===== src/rtl/bp_pht_port_arbiter_if.sv =====
// rtl/bp_pht_port_arbiter_if.sv - fetch/resolve/PHT-port bundle for the PHT port arbiter.
interface bp_pht_port_arbiter_if #(
  parameter int IDX_W = 10
) ();
  logic             lookup_v_i;
  logic [IDX_W-1:0] lookup_idx_i;
  logic             lookup_ready_o;
  logic             pred_v_o;
  logic [1:0]       pred_ctr_o;
  logic             pred_taken_o;
  logic             upd_v_i;
  logic [IDX_W-1:0] upd_idx_i;
  logic             upd_taken_i;
  logic             upd_ready_o;
  logic             pht_v_o;
  logic             pht_w_o;
  logic [IDX_W-1:0] pht_idx_o;
  logic [1:0]       pht_wdata_o;
  logic [1:0]       pht_rdata_i;
  logic             init_done_o;

  modport slave (
    input  lookup_v_i, lookup_idx_i, upd_v_i, upd_idx_i, upd_taken_i, pht_rdata_i,
    output lookup_ready_o, pred_v_o, pred_ctr_o, pred_taken_o, upd_ready_o,
           pht_v_o, pht_w_o, pht_idx_o, pht_wdata_o, init_done_o
  );

  modport master (
    output lookup_v_i, lookup_idx_i, upd_v_i, upd_idx_i, upd_taken_i, pht_rdata_i,
    input  lookup_ready_o, pred_v_o, pred_ctr_o, pred_taken_o, upd_ready_o,
           pht_v_o, pht_w_o, pht_idx_o, pht_wdata_o, init_done_o
  );
endinterface


===== src/rtl/bp_pht_port_arbiter.sv =====
// rtl/bp_pht_port_arbiter.sv - single-port PHT sequencer: init sweep, lookups, queued RMW updates.
// Optional perf counters enabled by defining BP_PHT_ARB_PERF_EN.
module bp_pht_port_arbiter #(
  parameter int         IDX_W          = 10,
  parameter int         UPD_FIFO_DEPTH = 4,
  parameter int         STARVE_LIMIT   = 8,
  parameter logic [1:0] INIT_CTR       = 2'b01
) (
  input  logic                   clk_i,
  input  logic                   reset_i,
  bp_pht_port_arbiter_if.slave   bus,
  output logic [31:0]            perf_lookup_stall_o,
  output logic [31:0]            perf_upd_full_o,
  output logic [31:0]            perf_forced_o
);
  localparam int AW = $clog2(UPD_FIFO_DEPTH);
  localparam int SW = $clog2(STARVE_LIMIT + 1);

  typedef enum logic [0:0] {S_INIT, S_RUN} state_t;

  state_t           r_state, w_state_nxt;
  logic [IDX_W-1:0] r_sweep_idx;
  logic             r_init_done;
  logic             r_wb_pend;
  logic [IDX_W-1:0] r_wb_idx;
  logic             r_wb_taken;
  logic             r_pred_v;
  logic [SW-1:0]    r_starve;
  logic [AW:0]      r_wr_ptr, r_rd_ptr;
  logic [IDX_W-1:0] r_fifo_idx [UPD_FIFO_DEPTH];
  logic             r_fifo_tkn [UPD_FIFO_DEPTH];

  logic             w_run, w_empty, w_full, w_push, w_forced;
  logic             w_lookup_ready, w_lookup_grant, w_upd_read;
  logic             w_pht_v, w_pht_w;
  logic [IDX_W-1:0] w_pht_idx;
  logic [1:0]       w_pht_wdata;
  logic             w_sweep_last;
  logic [1:0]       w_pred_ctr;

  function automatic logic [1:0] f_sat(input logic [1:0] c, input logic taken);
    if (taken) return (c == 2'b11) ? c : c + 2'b01;
    else       return (c == 2'b00) ? c : c - 2'b01;
  endfunction

  // Outputs are forced low while reset is held, not just from the next edge.
  assign w_run        = !reset_i && (r_state == S_RUN);
  assign w_empty      = (r_wr_ptr == r_rd_ptr);
  assign w_full       = (r_wr_ptr[AW] != r_rd_ptr[AW]) && (r_wr_ptr[AW-1:0] == r_rd_ptr[AW-1:0]);
  assign w_push       = bus.upd_v_i && bus.upd_ready_o;
  assign w_forced     = w_run && !r_wb_pend && !w_empty && (r_starve == SW'(STARVE_LIMIT));
  assign w_sweep_last = (r_sweep_idx == {IDX_W{1'b1}});

  always_comb begin
    w_state_nxt    = r_state;
    w_pht_v        = 1'b0;
    w_pht_w        = 1'b0;
    w_pht_idx      = '0;
    w_pht_wdata    = '0;
    w_lookup_ready = 1'b0;
    w_lookup_grant = 1'b0;
    w_upd_read     = 1'b0;
    if (!reset_i) begin
      case (r_state)
        S_INIT: begin
          w_pht_v     = 1'b1;
          w_pht_w     = 1'b1;
          w_pht_idx   = r_sweep_idx;
          w_pht_wdata = INIT_CTR;
          if (w_sweep_last) w_state_nxt = S_RUN;
        end
        S_RUN: begin
          if (r_wb_pend) begin
            w_pht_v     = 1'b1;
            w_pht_w     = 1'b1;
            w_pht_idx   = r_wb_idx;
            w_pht_wdata = f_sat(bus.pht_rdata_i, r_wb_taken);
          end else if (w_forced) begin
            w_pht_v    = 1'b1;
            w_pht_idx  = r_fifo_idx[r_rd_ptr[AW-1:0]];
            w_upd_read = 1'b1;
          end else begin
            w_lookup_ready = 1'b1;
            if (bus.lookup_v_i) begin
              w_pht_v        = 1'b1;
              w_pht_idx      = bus.lookup_idx_i;
              w_lookup_grant = 1'b1;
            end else if (!w_empty) begin
              w_pht_v    = 1'b1;
              w_pht_idx  = r_fifo_idx[r_rd_ptr[AW-1:0]];
              w_upd_read = 1'b1;
            end
          end
        end
        default: w_state_nxt = S_INIT;
      endcase
    end
  end

  always_ff @(posedge clk_i or posedge reset_i) begin
    if (reset_i) begin
      r_state     <= S_INIT;
      r_sweep_idx <= '0;
      r_init_done <= 1'b0;
      r_wb_pend   <= 1'b0;
      r_wb_idx    <= '0;
      r_wb_taken  <= 1'b0;
      r_pred_v    <= 1'b0;
      r_starve    <= '0;
      r_wr_ptr    <= '0;
      r_rd_ptr    <= '0;
    end else begin
      r_state <= w_state_nxt;
      if (r_state == S_INIT) begin
        r_sweep_idx <= r_sweep_idx + IDX_W'(1);
        if (w_sweep_last) r_init_done <= 1'b1;
      end
      r_wb_pend <= w_upd_read;
      if (w_upd_read) begin
        r_wb_idx   <= r_fifo_idx[r_rd_ptr[AW-1:0]];
        r_wb_taken <= r_fifo_tkn[r_rd_ptr[AW-1:0]];
        r_rd_ptr   <= r_rd_ptr + (AW+1)'(1);
      end
      if (w_push) r_wr_ptr <= r_wr_ptr + (AW+1)'(1);
      r_pred_v <= w_lookup_grant;
      if (w_empty || w_upd_read)
        r_starve <= '0;
      else if (w_lookup_grant && (r_starve != SW'(STARVE_LIMIT)))
        r_starve <= r_starve + SW'(1);
    end
  end

  always_ff @(posedge clk_i) begin
    if (w_push) begin
      r_fifo_idx[r_wr_ptr[AW-1:0]] <= bus.upd_idx_i;
      r_fifo_tkn[r_wr_ptr[AW-1:0]] <= bus.upd_taken_i;
    end
  end

  assign w_pred_ctr         = r_pred_v ? bus.pht_rdata_i : 2'b00;
  assign bus.pred_v_o       = r_pred_v;
  assign bus.pred_ctr_o     = w_pred_ctr;
  assign bus.pred_taken_o   = w_pred_ctr[1];
  assign bus.lookup_ready_o = w_lookup_ready;
  assign bus.upd_ready_o    = w_run && !w_full;
  assign bus.pht_v_o        = w_pht_v;
  assign bus.pht_w_o        = w_pht_w;
  assign bus.pht_idx_o      = w_pht_idx;
  assign bus.pht_wdata_o    = w_pht_wdata;
  assign bus.init_done_o    = r_init_done;

`ifdef BP_PHT_ARB_PERF_EN
  logic [31:0] r_perf_stall, r_perf_full, r_perf_forced;

  always_ff @(posedge clk_i or posedge reset_i) begin
    if (reset_i) begin
      r_perf_stall  <= '0;
      r_perf_full   <= '0;
      r_perf_forced <= '0;
    end else begin
      if (w_run && bus.lookup_v_i && !w_lookup_ready) r_perf_stall <= r_perf_stall + 32'd1;
      if (w_run && bus.upd_v_i && w_full)             r_perf_full  <= r_perf_full + 32'd1;
      if (w_forced)                                   r_perf_forced <= r_perf_forced + 32'd1;
    end
  end

  assign perf_lookup_stall_o = r_perf_stall;
  assign perf_upd_full_o     = r_perf_full;
  assign perf_forced_o       = r_perf_forced;
`else
  assign perf_lookup_stall_o = '0;
  assign perf_upd_full_o     = '0;
  assign perf_forced_o       = '0;
`endif
endmodule


===== src/flat_wrapper.sv =====
// flat-port wrapper written by rule: the top's interface ports become plain ports
module bp_pht_port_arbiter_flat 
#(
  parameter int         IDX_W          = 10,
  parameter int         UPD_FIFO_DEPTH = 4,
  parameter int         STARVE_LIMIT   = 8,
  parameter logic [1:0] INIT_CTR       = 2'b01
)
  (clk_i, reset_i, perf_lookup_stall_o, perf_upd_full_o, perf_forced_o, bus_lookup_v_i, bus_lookup_idx_i, bus_upd_v_i, bus_upd_idx_i, bus_upd_taken_i, bus_pht_rdata_i, bus_lookup_ready_o, bus_pred_v_o, bus_pred_ctr_o, bus_pred_taken_o, bus_upd_ready_o, bus_pht_v_o, bus_pht_w_o, bus_pht_idx_o, bus_pht_wdata_o, bus_init_done_o);
  bp_pht_port_arbiter_if #(.IDX_W(IDX_W)) bus_i ();
  input  logic clk_i;
  input  logic reset_i;
  output logic [31:0] perf_lookup_stall_o;
  output logic [31:0] perf_upd_full_o;
  output logic [31:0] perf_forced_o;
  input wire logic [$bits(bus_i.lookup_v_i)-1:0] bus_lookup_v_i;
  input wire logic [$bits(bus_i.lookup_idx_i)-1:0] bus_lookup_idx_i;
  input wire logic [$bits(bus_i.upd_v_i)-1:0] bus_upd_v_i;
  input wire logic [$bits(bus_i.upd_idx_i)-1:0] bus_upd_idx_i;
  input wire logic [$bits(bus_i.upd_taken_i)-1:0] bus_upd_taken_i;
  input wire logic [$bits(bus_i.pht_rdata_i)-1:0] bus_pht_rdata_i;
  output wire logic [$bits(bus_i.lookup_ready_o)-1:0] bus_lookup_ready_o;
  output wire logic [$bits(bus_i.pred_v_o)-1:0] bus_pred_v_o;
  output wire logic [$bits(bus_i.pred_ctr_o)-1:0] bus_pred_ctr_o;
  output wire logic [$bits(bus_i.pred_taken_o)-1:0] bus_pred_taken_o;
  output wire logic [$bits(bus_i.upd_ready_o)-1:0] bus_upd_ready_o;
  output wire logic [$bits(bus_i.pht_v_o)-1:0] bus_pht_v_o;
  output wire logic [$bits(bus_i.pht_w_o)-1:0] bus_pht_w_o;
  output wire logic [$bits(bus_i.pht_idx_o)-1:0] bus_pht_idx_o;
  output wire logic [$bits(bus_i.pht_wdata_o)-1:0] bus_pht_wdata_o;
  output wire logic [$bits(bus_i.init_done_o)-1:0] bus_init_done_o;
  assign bus_i.lookup_v_i = bus_lookup_v_i;
  assign bus_i.lookup_idx_i = bus_lookup_idx_i;
  assign bus_i.upd_v_i = bus_upd_v_i;
  assign bus_i.upd_idx_i = bus_upd_idx_i;
  assign bus_i.upd_taken_i = bus_upd_taken_i;
  assign bus_i.pht_rdata_i = bus_pht_rdata_i;
  assign bus_lookup_ready_o = bus_i.lookup_ready_o;
  assign bus_pred_v_o = bus_i.pred_v_o;
  assign bus_pred_ctr_o = bus_i.pred_ctr_o;
  assign bus_pred_taken_o = bus_i.pred_taken_o;
  assign bus_upd_ready_o = bus_i.upd_ready_o;
  assign bus_pht_v_o = bus_i.pht_v_o;
  assign bus_pht_w_o = bus_i.pht_w_o;
  assign bus_pht_idx_o = bus_i.pht_idx_o;
  assign bus_pht_wdata_o = bus_i.pht_wdata_o;
  assign bus_init_done_o = bus_i.init_done_o;
  bp_pht_port_arbiter #(.IDX_W(IDX_W), .UPD_FIFO_DEPTH(UPD_FIFO_DEPTH), .STARVE_LIMIT(STARVE_LIMIT), .INIT_CTR(INIT_CTR)) u_core (.clk_i(clk_i), .reset_i(reset_i), .bus(bus_i), .perf_lookup_stall_o(perf_lookup_stall_o), .perf_upd_full_o(perf_upd_full_o), .perf_forced_o(perf_forced_o));
endmodule

===== config.mk =====
export PLATFORM = sky130hd
export DESIGN_NAME = bp_pht_port_arbiter_flat
export DESIGN_NICKNAME = d
export VERILOG_FILES = /design/src/rtl/bp_pht_port_arbiter_if.sv /design/src/rtl/bp_pht_port_arbiter.sv /design/src/flat_wrapper.sv
export SDC_FILE = /design/constraint.sdc
export NUM_CORES = 1
export LEC_CHECK = 0
export BUFFER_PORTS_ARGS = -buffer_cell sky130_fd_sc_hd__clkbuf_2
export CORE_UTILIZATION = 40
export DETAILED_ROUTE_END_ITERATION = 16
export PLACE_DENSITY_LB_ADDON = 0.05
export SLEW_MARGIN = 20
export SYNTH_ARGS = -nofsm -noshare
export SYNTH_HDL_FRONTEND = slang
export SYNTH_SLANG_ARGS = --single-unit
export TNS_END_PERCENT = 100

===== constraint.sdc =====
create_clock -name clk_i -period 2.17 [get_ports clk_i]
set_clock_uncertainty 0.1 [all_clocks]
set_input_delay 0.1085 -clock clk_i [delete_from_list [all_inputs] [get_ports clk_i]]
set_output_delay 0.1085 -clock clk_i [all_outputs]
set_load 0.02 [all_outputs]

* After elaboration in Yosys (flattened, before gate mapping)
Memory sizes are Yosys's and may differ from the RTL's. A register that Yosys moved wholly into a read port is not among the register bits.
Cells that the tools add are included.
** Word-level totals
- Memories :: 2
- RAM bits :: 44
- Logic and storage cells :: 83
- Bits in registers :: 34
- Bits of input ports :: 27
** Memory list
- u_core.r_fifo_idx :: words 4, width 10, rd ports 1, clocked after memory_dff 0, wr ports 1, RTL line bp_pht_port_arbiter.sv:30 : logic [IDX_W-1:0] r_fifo_idx [UPD_FIFO_DEPTH];
- u_core.r_fifo_tkn :: words 4, width 1, rd ports 1, clocked after memory_dff 1, wr ports 1, RTL line bp_pht_port_arbiter.sv:31 : logic r_fifo_tkn [UPD_FIFO_DEPTH];
** Operators by class
- Add/subtract/negate cells :: 6
- Equal/unequal tests :: 7
- Multiplexer cells :: 42
- Reductions and logical operators :: 16
- Bitwise operators :: 1
** Operators with widths (count)
- $mux 10 :: 5
- $mux 1 :: 25
- $pmux 10 s2 :: 1
- $mux 2 :: 6
- $add 10x1->10 const B :: 1
- $eq 10x10->1 const B :: 1
- $logic_and 1x1->1 :: 8
- $mux 4 :: 2
- $add 3x1->3 const B :: 2
- $add 4x1->4 const B :: 1
- $eq 4x4->1 const B :: 1
- $logic_not 1->1 :: 4
- $ne 4x4->1 const B :: 1
- $pmux 1 s2 :: 2
- $pmux 2 s2 :: 1
- $eq 3x3->1 :: 1
- $add 2x1->2 const B :: 1
- $eq 2x2->1 :: 1
- $eq 2x2->1 const B :: 1
- $logic_not 2->1 :: 1
- $reduce_and 2->1 :: 1
- $reduce_bool 2->1 :: 1
- $sub 2x1->2 const B :: 1
- $logic_or 1x1->1 :: 1
- 2 further kinds :: 2

* Logic depth before layout (Yosys ltp)
Gate-level depths: netlist (run 1).
- Word-level depth :: 12
- Gate-level depth with buffers :: 7
- Mapped depth without buffers :: 6

* Worst setup path after synthesis (run 1)
OpenSTA, ideal clock, no wires.
- Kind :: flip-flop to flip-flop
- Start :: reg u_core.r_rd_ptr[0]
- End :: mem u_core.r_fifo_idx[3][0] (enable)
- Period minus slack after synthesis :: 2.132 ns
- Cell stages (with the launch flop) :: 4
- Path slack :: 0.038 ns
- Library setup time :: 0.357 ns
- Data arrival time :: 1.676 ns
- Required time :: 1.713 ns
- Path through :: dfrtp_1 -> xnor2_1 -> a311oi_2 -> and3_1
** On the way
- Longest elaborated chain between the ends :: 7
** Ends and longest elaborated chain
- start, declared :: RTL line bp_pht_port_arbiter.sv:29 : logic [AW:0] r_wr_ptr, r_rd_ptr;
- start signal, assigned :: RTL line bp_pht_port_arbiter.sv:122 : r_rd_ptr <= r_rd_ptr + (AW+1)'(1);
- $eq 2x2->1 :: RTL line bp_pht_port_arbiter.sv:49 : assign w_full = (r_wr_ptr[AW] != r_rd_ptr[AW]) && (r_wr_ptr[AW-1:0] == r_rd_ptr[AW-1:0]);
- $logic_and 1x1->1 :: RTL line bp_pht_port_arbiter.sv:49
- $logic_not 1->1 :: RTL line bp_pht_port_arbiter.sv:145 : assign bus.upd_ready_o = w_run && !w_full;
- $logic_and 1x1->1 :: RTL line bp_pht_port_arbiter.sv:145
- net bus_upd_ready_o :: RTL line flat_wrapper.sv:26 : output wire logic [$bits(bus_i.upd_ready_o)-1:0] bus_upd_ready_o;
- $logic_and 1x1->1 :: RTL line bp_pht_port_arbiter.sv:50 : assign w_push = bus.upd_v_i && bus.upd_ready_o;
- $mux 1 :: RTL line bp_pht_port_arbiter.sv:134 : if (w_push) begin
- $mux 1 (implied by the code) :: RTL line bp_pht_port_arbiter.sv:135 : r_fifo_idx[r_wr_ptr[AW-1:0]] <= bus.upd_idx_i;
- end, declared :: RTL line bp_pht_port_arbiter.sv:30
The timed path passes the listed nets, and every way through them passes these cells.

* Worst setup path in the final report (run 1)
- Start :: reg u_core.r_wb_pend
- End :: out bus_pht_idx_o[6]
** On the way
- Longest elaborated chain between the ends :: 8
** Ends and longest elaborated chain
- start, declared :: RTL line bp_pht_port_arbiter.sv:24 : logic r_wb_pend;
- start signal, assigned :: RTL line bp_pht_port_arbiter.sv:118 : r_wb_pend <= w_upd_read;
- $logic_not 1->1 :: RTL line bp_pht_port_arbiter.sv:51 : assign w_forced = w_run && !r_wb_pend && !w_empty && (r_starve == SW'(STARVE_LIMIT));
- $logic_and 1x1->1 (3 in a row) :: RTL line bp_pht_port_arbiter.sv:51
- $mux 10 :: RTL line bp_pht_port_arbiter.sv:78 : end else if (w_forced) begin
- $mux 10 (*) :: RTL line bp_pht_port_arbiter.sv:73 : if (r_wb_pend) begin
- $pmux 10 s2 (*) :: RTL line bp_pht_port_arbiter.sv:64 : case (r_state)
- $mux 10 (*) :: RTL line bp_pht_port_arbiter.sv:63 : if (!reset_i) begin
- end, declared :: RTL line flat_wrapper.sv:29 : output wire logic [$bits(bus_i.pht_idx_o)-1:0] bus_pht_idx_o;
Every way passes the cells marked *; elsewhere a longest branch is shown, timed or not.

==> results of run 1 <==
==> routing by layer <==
| metal | vias to the layer above | track usage | routed length, µm |
|---|---|---|---|
| met2 | 94 | 0.250 | 4050 |
| li1 | 1234 | - | - |
| met5 | - | 0 | 0 |
| met3 | 4 | 0.0486 | 433 |
| met1 | 1268 | 0.210 | 3850 |
| met4 | 0 | 0.0391 | 53 |
==> placed cells by master (no fill, tap or decap), types with 4 or more instances in the layout <==
cell type,instances
a31oi_1,8
nor2_1,5
mux2_4,8
nand3_1,4
mux4_2,11
a211oi_2,5
nand2_1,6
ha_1,7
a21oi_1,4
inv_1,6
clkbuf_8,9
nand3b_1,5
dfrtp_1,35
edfxtp_1,44
buf_12,6
xnor2_1,11
mux2_2,6
nand4_1,4
buf_6,4
clkbuf_2,37
o211ai_1,14
and2_1,5
dlygate4sd3_1,13
o22ai_1,6
conb_1,96
buf_4,24
xor2_1,6
and3_1,8
==> final timing paths <==
path	startpoint	to	slack, ns	depth (start not counted)
min in group asynchronous	reset_i	u_core.bus.pred_v_o$_DFF_PP0_	0.38	4
worst min register to register	u_core.bus.init_done_o$_DFFE_PP0P_	u_core.bus.init_done_o$_DFFE_PP0P_	0.37	1
worst max register to register	u_core.r_rd_ptr[0]$_DFFE_PP0P_	u_core.r_fifo_idx[2][0]$_DFFE_PP_	0.19	5
worst min-delay path	reset_i	u_core.r_rd_ptr[2]$_DFFE_PP0P_	0.19	5
worst max-delay path	u_core.r_wb_pend$_DFF_PP0_	bus_pht_idx_o[6]	-0.06	6
max in group asynchronous	reset_i	u_core.r_starve[1]$_DFFE_PP0P_	1.03	5
==> sequential cells by signal, indices dropped and copies added (netlist names) <==
signal / flops
u_core.r_wb_idx: 10
u_core.r_state: 1
u_core.bus.init_done_o: 1
u_core.r_wr_ptr: 3
u_core.r_starve: 4
u_core.r_fifo_tkn: 4
u_core.r_fifo_idx: 40
u_core.r_wb_taken: 1
u_core.r_wb_pend: 1
u_core.r_sweep_idx: 10
u_core.bus.pred_v_o: 1
u_core.r_rd_ptr: 3
==> what timing repair did <==
item	in CTS	in global routing
setup endpoints to repair	12	11
pin swaps	16	10
hold buffers	13	0
cloned	0	0
resized for setup	22	21
buffers inserted	7	2
endpoints found under the hold margin	48	0
==> cells in the mapped netlist (2+ instances only) <==
cell type,instances,area share
xor2_1,6,0.012
nand3_1,5,0.0057
maj3_1,2,0.0046
a31o_2,2,0.0040
o211ai_1,14,0.024
nand3b_1,5,0.0086
a211oi_1,6,0.010
nand4_1,4,0.0057
a21oi_1,5,0.0057
mux2_4,8,0.027
edfxtp_1,44,0.30
nor2_1,5,0.0043
ha_1,8,0.023
and3_1,8,0.011
inv_1,8,0.0069
a31oi_1,10,0.014
o22ai_1,6,0.0086
xnor2_1,14,0.028
buf_4,97,0.17
dfrtp_1,35,0.20
nand2_1,6,0.0051
clkbuf_1,9,0.0077
mux2_2,6,0.015
mux4_2,11,0.057
and2_1,5,0.0071
buf_2,2,0.0023
and4_1,2,0.0040
==> final cells by class <==
| class | instances | area, µm² |
|---|---|---|
| tap | 136 | 170 |
| clock inverter | 5 | 108 |
| sequential | 79 | 2200 |
| timing repair buffer | 86 | 676 |
| fill | 956 | 5330 |
| inverter | 8 | 30.0 |
| clock buffer | 11 | 131 |
| multi-input combinational | 246 | 1830 |
==> power groups by stage <==
stage	combinational (W)	sequential, W	clock (W)
after floorplan	0.00156	0.00205	0
after global placement	0.00199	0.00209	0
after detailed placement	0.00198	0.00209	0
after CTS	0.00220	0.00207	0.00136
after global routing	0.00250	0.00212	0.00142
final	0.00230	0.00208	0.00132
==> cells by family after synthesis <==
family,after synthesis
muxes,26
xor gates and xnor gates,20
and+or+nand+nor,46
AOI/OAI and AO/OA,48
buffers and inverters,118
adders and majority gates,10
DFF,79
other,1
==> worst max-delay path, delay by kind of cell (launching register included) <==
family,cells,cell delay [ns]
compound gates,3,0.54
buf+inv,2,0.32
flops,1,0.39
simple gates,1,0.43
==> stage by stage <==
step | hold slack [ns] | setup slack [ns] | setup TNS [ns]
after global placement | 0.188 | 0.168 | 0
after CTS | 0.173 | -0.0808 | -0.565
final | 0.192 | -0.0561 | -0.255
after detailed placement | 0.184 | 0.133 | 0
after floorplan | 0.107 | 0.0376 | 0
after global routing | 0.201 | -0.187 | -1.70
==> results.md, run 1 <==
- Status: finished with violations
- Violations in the final reports: negative setup slack
- Number of distinct library cells after synthesis: 42
- Total power: ~0.0057 W
- WS Path Type: flop to output pin
- Layout cells sized above 1: 0.308
- Largest stage delay, worst path: approximately 0.43 ns
- Non-filler cells, final: roughly 570
- Final hold vios: 0
- Asr flop ratio synth: 0.443
- Root buffer selected by CTS: clkbuf_8
- Clock latency on the worst-skew pair: 0.35 ns
- Initial DRC count: 59
- Largest net degree at the start of global routing: 25
- Combinational fraction of design power: 0.404
- CTS Sinks: 79
- Post-Syn Instances: 348
- Netlist Area Pre-Place: ~4400 µm²
- Post-synth EDFFs: 44
- Crit path cell chain: or3b_4 > o21ai_4 > buf_6 > a31oi_2 > a21oi_1 > buf_4
- Global-route wire length before repair: roughly 13 mm
- Synth Area in XOR/XNOR: 0.0400
- Post-synthesis compound-gate area fraction: 0.0805
- Max clock buf depth: 2
- Row Count: 37
- Post-Route Utilization: 0.491
- Ant diodes: 0
- Post-layout min period: 2.23 ns
- Vias in the first global route: approximately 2500
- Final worst path period share: 1.03
- Min-Delay Path Class: primary input to flop
- Power Density: between 1000 and 1500 nW/µm²
- Via density: between 4 and 5
- Sequential area share after synthesis: 0.501
- Gpl congestion: ~0.76
- Residual DRC: 0
- Synth Area in Simple Gates: 0.0617
- Synth Flop Type: edfxtp_1
- Clk pwr share: 0.231
- Vert. Die Dim: between 100 and 150 µm
- Critical Path RT: 1.96 ns
- Area growth syn-to-layout: 17.2%
- Largest family of logic cells by synthesized area: buffers and inverters
- WL per Instance: about 15 µm
- Post-Layout Inst Area: roughly 5100 µm²
- Total number of H-tree levels: 3
- CTS tree: built
- Syn avg cell area: 12.6 µm²
- Vias: 2600
- Sequential power share: 0.366
- IO Pins: 144
- Yosys warning count: 0
- RSZ-0062 raised after global routing: yes
- Max Slew Vio Count: 0
- Die Span X: between 100 and 150 µm
- Gr usage total: 0.158
- Remaining antenna violation count: 0
- Critical path peak fanout: 7
- Max Clock Freq: about 450 MHz
- Initial antenna violation count: 0
- Port buffer count: between 40 and 50
- Yosys reg bits: between 70 and 80
- Setup-failing EPs final: 8
- Pre-Repair DR Iteration Count: 4
- Startpoint Class: flop
- Net load switching power: around 0.0019 W
- Max Cap Violations: 0
- Cell internal pwr: roughly 0.0038 W
- Post-Place Cells: around 530
- Total gr overflow: 0
- Endpoint type of the worst setup path: output pin
- Multiplexer share of the synthesized area: 0.102
- Crit path DAT: approximately 2 ns
- Final WS setup: -0.0561 ns
- Cts bufs inserted: 9
- Leak pwr: about 2.3 nW
- Cell Area, Placed: 4550 µm²
- Clk pin slew, worst setup/hold paths: around 0.080 ns
- Net count, final: approximately 470
- Post-synthesis adder-cell area fraction: 0.0274
- Switching share of power: 0.339
- Peak VDD IR: 0.502 mV
- Routed WL: ~8.4 mm
- DIE AREA: around 11000 µm²
- HPWL Detailed: about 6.0 mm
- Slowest CP cell: or3b_4
- Core region area: between 10000 and 15000 µm²
- Initial Util: 0.419
(Power assumes the default switching activity.)
==> run 2: changes to the inputs <==
--- a/config.mk
+++ b/config.mk
@@ -5,9 +5,10 @@
 export SDC_FILE = /design/constraint.sdc
 export NUM_CORES = 1
 export LEC_CHECK = 0
-export BUFFER_PORTS_ARGS = -buffer_cell sky130_fd_sc_hd__clkbuf_2
+export CORE_MARGIN = 8
 export CORE_UTILIZATION = 40
 export DETAILED_ROUTE_END_ITERATION = 16
+export DONT_BUFFER_PORTS = 1
 export PLACE_DENSITY_LB_ADDON = 0.05
 export SLEW_MARGIN = 20
 export SYNTH_ARGS = -nofsm -noshare
==> results.md, run 2 (synthesis gave the netlist of run 1 again) <==
- Status: finished with violations
- Violations in the final reports: negative setup slack
- IO Pins: between 100 and 150
- Gr usage total: 0.130
- Die Span X: between 100 and 150 µm
- Hold slack: 0.0993 ns
- Max reg flops: 40
- Initial DRC count: 92
- Max Clock Freq: 456 MHz
- Gr busiest metal: met2
- Clk pin slew, worst setup/hold paths: around 0.09 ns
- DIE AREA: 14600 µm²
- Met2 Track Usage GR: 0.217
- CTS Sinks: 79
- Min-Delay Path Class: primary input to flop
- Largest net degree at the start of global routing: 25
- Layout cells sized above 1: 0.233
- Worst-Margin Slew: roughly 0.51 ns
- Cts bufs inserted: 9
- Core region area: 10700 µm²
- Remaining antenna violation count: 0
- WL per Instance: 17.5 µm
- Most frequent cells in the layout: conb_1 (96), edfxtp_1 (44), dfrtp_1 (33), buf_4 (28)
- CTS tree: built
- Residual DRC: 0
- Leak pwr: 2.08 nW
- Vert. Die Dim: around 120 µm
- Setup TNS: -0.0305 ns
- Max Cap Violations: 0
- Crit path DAT: slightly below 2 ns
- Clock latency on the worst-skew pair: between 0.3 and 0.4 ns
- Power Density: 1150 nW/µm²
- Net count, final: 429
- Critical Path RT: 1.96 ns
- Total gr overflow: 0
- Vias: about 2500
- Post-layout min period: roughly 2.2 ns
- Max Slew Vio Count: 0
- Gpl congestion: approximately 0.74
- Reg2Reg Setup Slack: 0.08 ns
- Critical path peak fanout: 7
- Setup-failing EPs final: 3
- Global-route wire length before repair: between 10 and 15 mm
- Area growth syn-to-layout: 11.8%
- Met1 Track Usage GR: 0.157
- WS Path Type: flop to output pin
- Vias in the first global route: between 2000 and 3000
- Row Count: 38
- Startpoint Class: flop
- Ant diodes: 0
- Final hold vios: 0
- Port buffer count: 0
- Total number of H-tree levels: 3
- HPWL Detailed: 6.88 mm
- Max clock buf depth: 2
- Fill count: 1010
- Routed WL: between 9 and 10 mm
- RSZ-0062 raised after global routing: yes
- Initial Util: 0.408
- Via density: 4.61
- Pre-Repair DR Iteration Count: 4
- Initial antenna violation count: 0
- Final worst path period share: 1.01
- Worst slew margin: 0.662
- Total power: 0.00563 W
- Most common cell after layout, fill and taps aside: conb_1
- Final WS setup: -0.0208 ns
- Endpoint type of the worst setup path: output pin
- Peak VDD IR: roughly 0.42 mV
- Seq. cell area: around 2200 µm²
- Root buffer selected by CTS: clkbuf_8
- Met3 Track Usage GR: 0.0275
- Multi-input combinational cell area: 1830 µm²
-- run 2: worst paths after layout --
check | from | endpoint | depth (start not counted)
max | u_core.r_rd_ptr[0]$_DFFE_PP0P_ | bus_pht_idx_o[3] | 5
min | bus_upd_v_i | u_core.r_wr_ptr[2]$_DFFE_PP0P_ | 3
min reg2reg | u_core.r_sweep_idx[7]$_DFFE_PP0N_ | u_core.r_sweep_idx[7]$_DFFE_PP0N_ | 1
max reg2reg | u_core.r_rd_ptr[0]$_DFFE_PP0P_ | u_core.r_fifo_idx[1][0]$_DFFE_PP_ | 5
max in group asynchronous | reset_i | u_core.r_state$_DFFE_PP0N_ | 3
min in group asynchronous | reset_i | u_core.r_sweep_idx[8]$_DFFE_PP0N_ | 2
-- run 2: per-stage QoR --
| step | setup slack, ns | utilization | area (µm²) | instances |
|---|---|---|---|---|
| 4_1_cts | -0.0422 | 0.456 | 4900 | 539 |
| 6_report | -0.0208 | 0.456 | 4900 | 539 |
| 3_5_place_dp | 0.0963 | 0.402 | 4320 | 496 |
| 3_3_place_gp | 0.132 | 0.402 | 4320 | 496 |
| 2_1_floorplan | 0.0376 | - | 4740 | 443 |
| 5_1_grt | -0.106 | 0.456 | 4900 | 539 |
-- run 2: metal layers --
metal / vias to the layer above / wire (µm) / part of all wire
li1: 1160 / - / -
met1: 1214 / 4030 / 0.43
met2: 96 / 4610 / 0.49
met3: 14 / 611 / 0.065
met4: 0 / 196 / 0.021
met5: - / 0 / 0
-- run 2: final cells by class --
cell class	instances	share of cell area
timing repair buffer	48	0.0889
clock buffer	9	0.0253
clock inverter	7	0.0222
tap	140	0.0358
inverter	8	0.00613
multi-input combinational	248	0.373
sequential	79	0.449
-- run 2: critical path, stage by stage, from the launching register on --
cell and delay (ns):
dfrtp_2 0.42, buf_12 0.15, mux4_2 0.55, a31oi_1 0.26, a211oi_2 0.10, buf_4 0.17
-- run 2: where the power goes --
| part | internal [W] | switching [W] |
|---|---|---|
| combinational | 0.00105 | 0.00118 |
| sequential | 0.00189 | 0.000229 |
| clock | 0.000677 | 0.000603 |
| total | 0.00362 | 0.00201 |
-- run 2: repair_timing --
| item | in CTS | in global routing |
|---|---|---|
| setup endpoints to repair | 11 | 17 |
| pin swaps | 19 | 10 |
| gates cloned | 3 | 0 |
| gates resized for setup | 15 | 4 |
| buffers inserted | 10 | 1 |
| hold buffers | 14 | 0 |
| hold endpoints to repair | 70 | 0 |
==> run 3: changes to the inputs <==
--- a/config.mk
+++ b/config.mk
@@ -10,6 +10,7 @@
 export DETAILED_ROUTE_END_ITERATION = 16
 export DONT_BUFFER_PORTS = 1
 export PLACE_DENSITY_LB_ADDON = 0.05
+export SETUP_SLACK_MARGIN = 0.5
 export SLEW_MARGIN = 20
 export SYNTH_ARGS = -nofsm -noshare
 export SYNTH_HDL_FRONTEND = slang
==> constraint.sdc (replaced) <==
create_clock -name clk_i -period 2.3 [get_ports clk_i]
set_clock_uncertainty 0.1 [all_clocks]
set_input_delay 0.115 -clock clk_i [delete_from_list [all_inputs] [get_ports clk_i]]
set_output_delay 0.115 -clock clk_i [all_outputs]
set_load 0.02 [all_outputs]
==> results.md, run 3 (synthesis gave the netlist of run 1 again) <==
- Die Span X: between 100 and 150 µm
- Initial Util: 0.408
- Pre-CTS setup slack: approximately 0.24 ns
- Critical Path RT: around 2.1 ns
- Switching share of power: 0.385
- Power Density: between 1000 and 1500 nW/µm²
- Cell internal pwr: about 0.0037 W
- Slowest CP cell: dfrtp_2
- Fill count: about 970
- Crit path cell chain: xnor2_4 > buf_12 > a31o_4 > o211ai_1 > a211oi_2 > buf_4
- Final worst path period share: 0.995
- Total gr overflow: 0
- DIE AREA: about 15000 µm²
- Ant diodes: 0
- CTS Sinks: between 70 and 80
- Multi-input combinational cell area: 2170 µm²
- HPWL Detailed: 6.80 mm
- Via density: 4.72
- RSZ-0062 raised after global routing: yes
- Row Count: 38
- Peak VDD IR: about 0.45 mV
- Worst-Margin Slew: between 0.5 and 0.6 ns
- Remaining antenna violation count: 0
- Initial antenna violation count: 0
- Final WS setup: 0.0113 ns
- Max Cap Violations: 0
- Port buffer count: 0
- Clk pin slew, worst setup/hold paths: roughly 0.090 ns
- Root buffer selected by CTS: clkbuf_8
- Post-layout min period: approximately 2.3 ns
- CTS tree: built
- Endpoint type of the worst setup path: output pin
- Layout cells sized above 1: 0.353
- Initial DRC count: 122
- Status: complete, no violations
- Setup-failing EPs final: 0
- Worst Path Buf+Inv: 2
- Seq. cell area: between 2000 and 2500 µm²
- Critical path peak fanout: 6
- Startpoint Class: flop
- WL per Instance: ~19 µm
- Net count, final: ~450
- Clock latency on the worst-skew pair: between 0.3 and 0.4 ns
- Max clock buf depth: 2
- Total power: 0.00599 W
- Global-route wire length before repair: between 15 and 20 mm
- Combinational fraction of design power: 0.502
- Crit-path leading delay family: compound AO/OA/AOI/OAI gates
- Cts bufs inserted: 9
- Gr usage total: 0.143
- IO Pins: around 140
- Area growth syn-to-layout: 23.0%
- Min-Delay Path Class: primary input to flop
- Routed WL: between 10 and 15 mm
- Core region area: ~11000 µm²
- Max Clock Freq: between 400 and 500 MHz
- Largest net degree at the start of global routing: 24
- Max Slew Vio Count: 0
- Most frequent cells in the layout: conb_1 (96), edfxtp_1 (44), dfrtp_1 (30), buf_4 (24)
- Vias: 2630
- Most common cell after layout, fill and taps aside: conb_1
- Clk pwr share: 0.165
- Pre-Repair DR Iteration Count: 4
- Vert. Die Dim: ~120 µm
- Sequential power share: 0.333
- Total number of H-tree levels: 3
- Gpl congestion: 0.763
- Max reg flops: 40
- Residual DRC: 0
- Leak pwr: 2.24 nW
- WS Path Type: flop to output pin
- Vias in the first global route: around 2700
- Largest stage delay, worst path: about 0.48 ns
- Crit path DAT: 2.07 ns
- Final hold vios: 0
- Worst slew margin: 0.655
- Net load switching power: approximately 0.0023 W
[run 3: changes by cell type in the layout (fill, tap and decap cells not counted), moves of 5 or more]
cell     delta
a31oi_1     -8
mux2_4      +5
buf_6      +12
and3_4      +8
mux2_2      -5
[run 3: final timing paths]
kind,slack [ns],end,cells after the start,from
worst max-delay path,0.01,bus_pht_idx_o[1],6,u_core.r_rd_ptr[0]$_DFFE_PP0P_
worst min-delay path,0.03,u_core.r_fifo_idx[0][2]$_DFFE_PP_,1,bus_upd_v_i
worst max register to register,0.21,u_core.r_fifo_idx[2][4]$_DFFE_PP_,6,u_core.r_wr_ptr[1]$_DFFE_PP0P_
worst min register to register,0.40,u_core.r_sweep_idx[5]$_DFFE_PP0N_,1,u_core.r_sweep_idx[5]$_DFFE_PP0N_
max in group asynchronous,1.09,u_core.r_rd_ptr[2]$_DFFE_PP0P_,3,reset_i
min in group asynchronous,0.22,u_core.r_wb_pend$_DFF_PP0_,2,reset_i
[run 3: repair_timing]
action	4_1_cts	5_1_grt
endpoints found under the hold margin	102	10
buffers inserted	21	8
hold buffers	14	2
setup endpoints to repair	73	81
pin swaps	12	20
resized for setup	25	55
gates cloned	5	2
[run 3: power by group through the flow]
| stage | clock (W) | sequential (W) | combinational (W) |
|---|---|---|---|
| 2_1_floorplan | 0 | 0.00196 | 0.00159 |
| 3_3_place_gp | 0 | 0.00199 | 0.00190 |
| 3_5_place_dp | 0 | 0.00200 | 0.00191 |
| 4_1_cts | 0.00102 | 0.00197 | 0.00238 |
| 5_1_grt | 0.00106 | 0.00203 | 0.00317 |
| 6_report | 0.000988 | 0.00199 | 0.00300 |
[run 3: metal layers]
layer	GRT usage	vias to the layer above	part of all wire	wire length (µm)
met3	0.0326	9	0.075	809
met4	0.0429	0	0.013	136
met1	0.169	1306	0.40	4290
met5	0	-	0	0
li1	-	1208	-	-
met2	0.252	107	0.52	5560
[run 3: worst reg2reg max path: cells and delay by family, from the launching register on]
kind	cells	cell delay (ns)
AO/OA/AOI/OAI	1	0.36
flip-flops	1	0.46
buffers and inverters	3	0.44
AND/OR/NAND/NOR	1	0.24
XOR/XNOR	1	0.20
[run 3: cell type report]
cell class,count,share of cell area
clock buffer,9,0.0230
clock inverter,7,0.0109
inverter,8,0.00627
multi-input combinational,252,0.403
sequential,79,0.409
tap,140,0.0325
timing repair buffer,61,0.115
timing repair inverter,1,0.000929
[run 3: per-stage QoR]
| stage | area (µm²) | utilization | instances | hold WS (ns) | TNS [ns] |
|---|---|---|---|---|---|
| finish | 5390 | 0.502 | 557 | 0.0335 | 0 |
| global route | 5390 | 0.502 | 557 | 0.0204 | -0.187 |
| CTS | 5010 | 0.467 | 545 | 0.0125 | 0 |
| detailed placement | 4360 | 0.405 | 489 | -0.0856 | 0 |
| global placement | 4360 | 0.405 | 489 | -0.0806 | 0 |
| floorplan | 4860 | - | 443 | 0.114 | 0 |
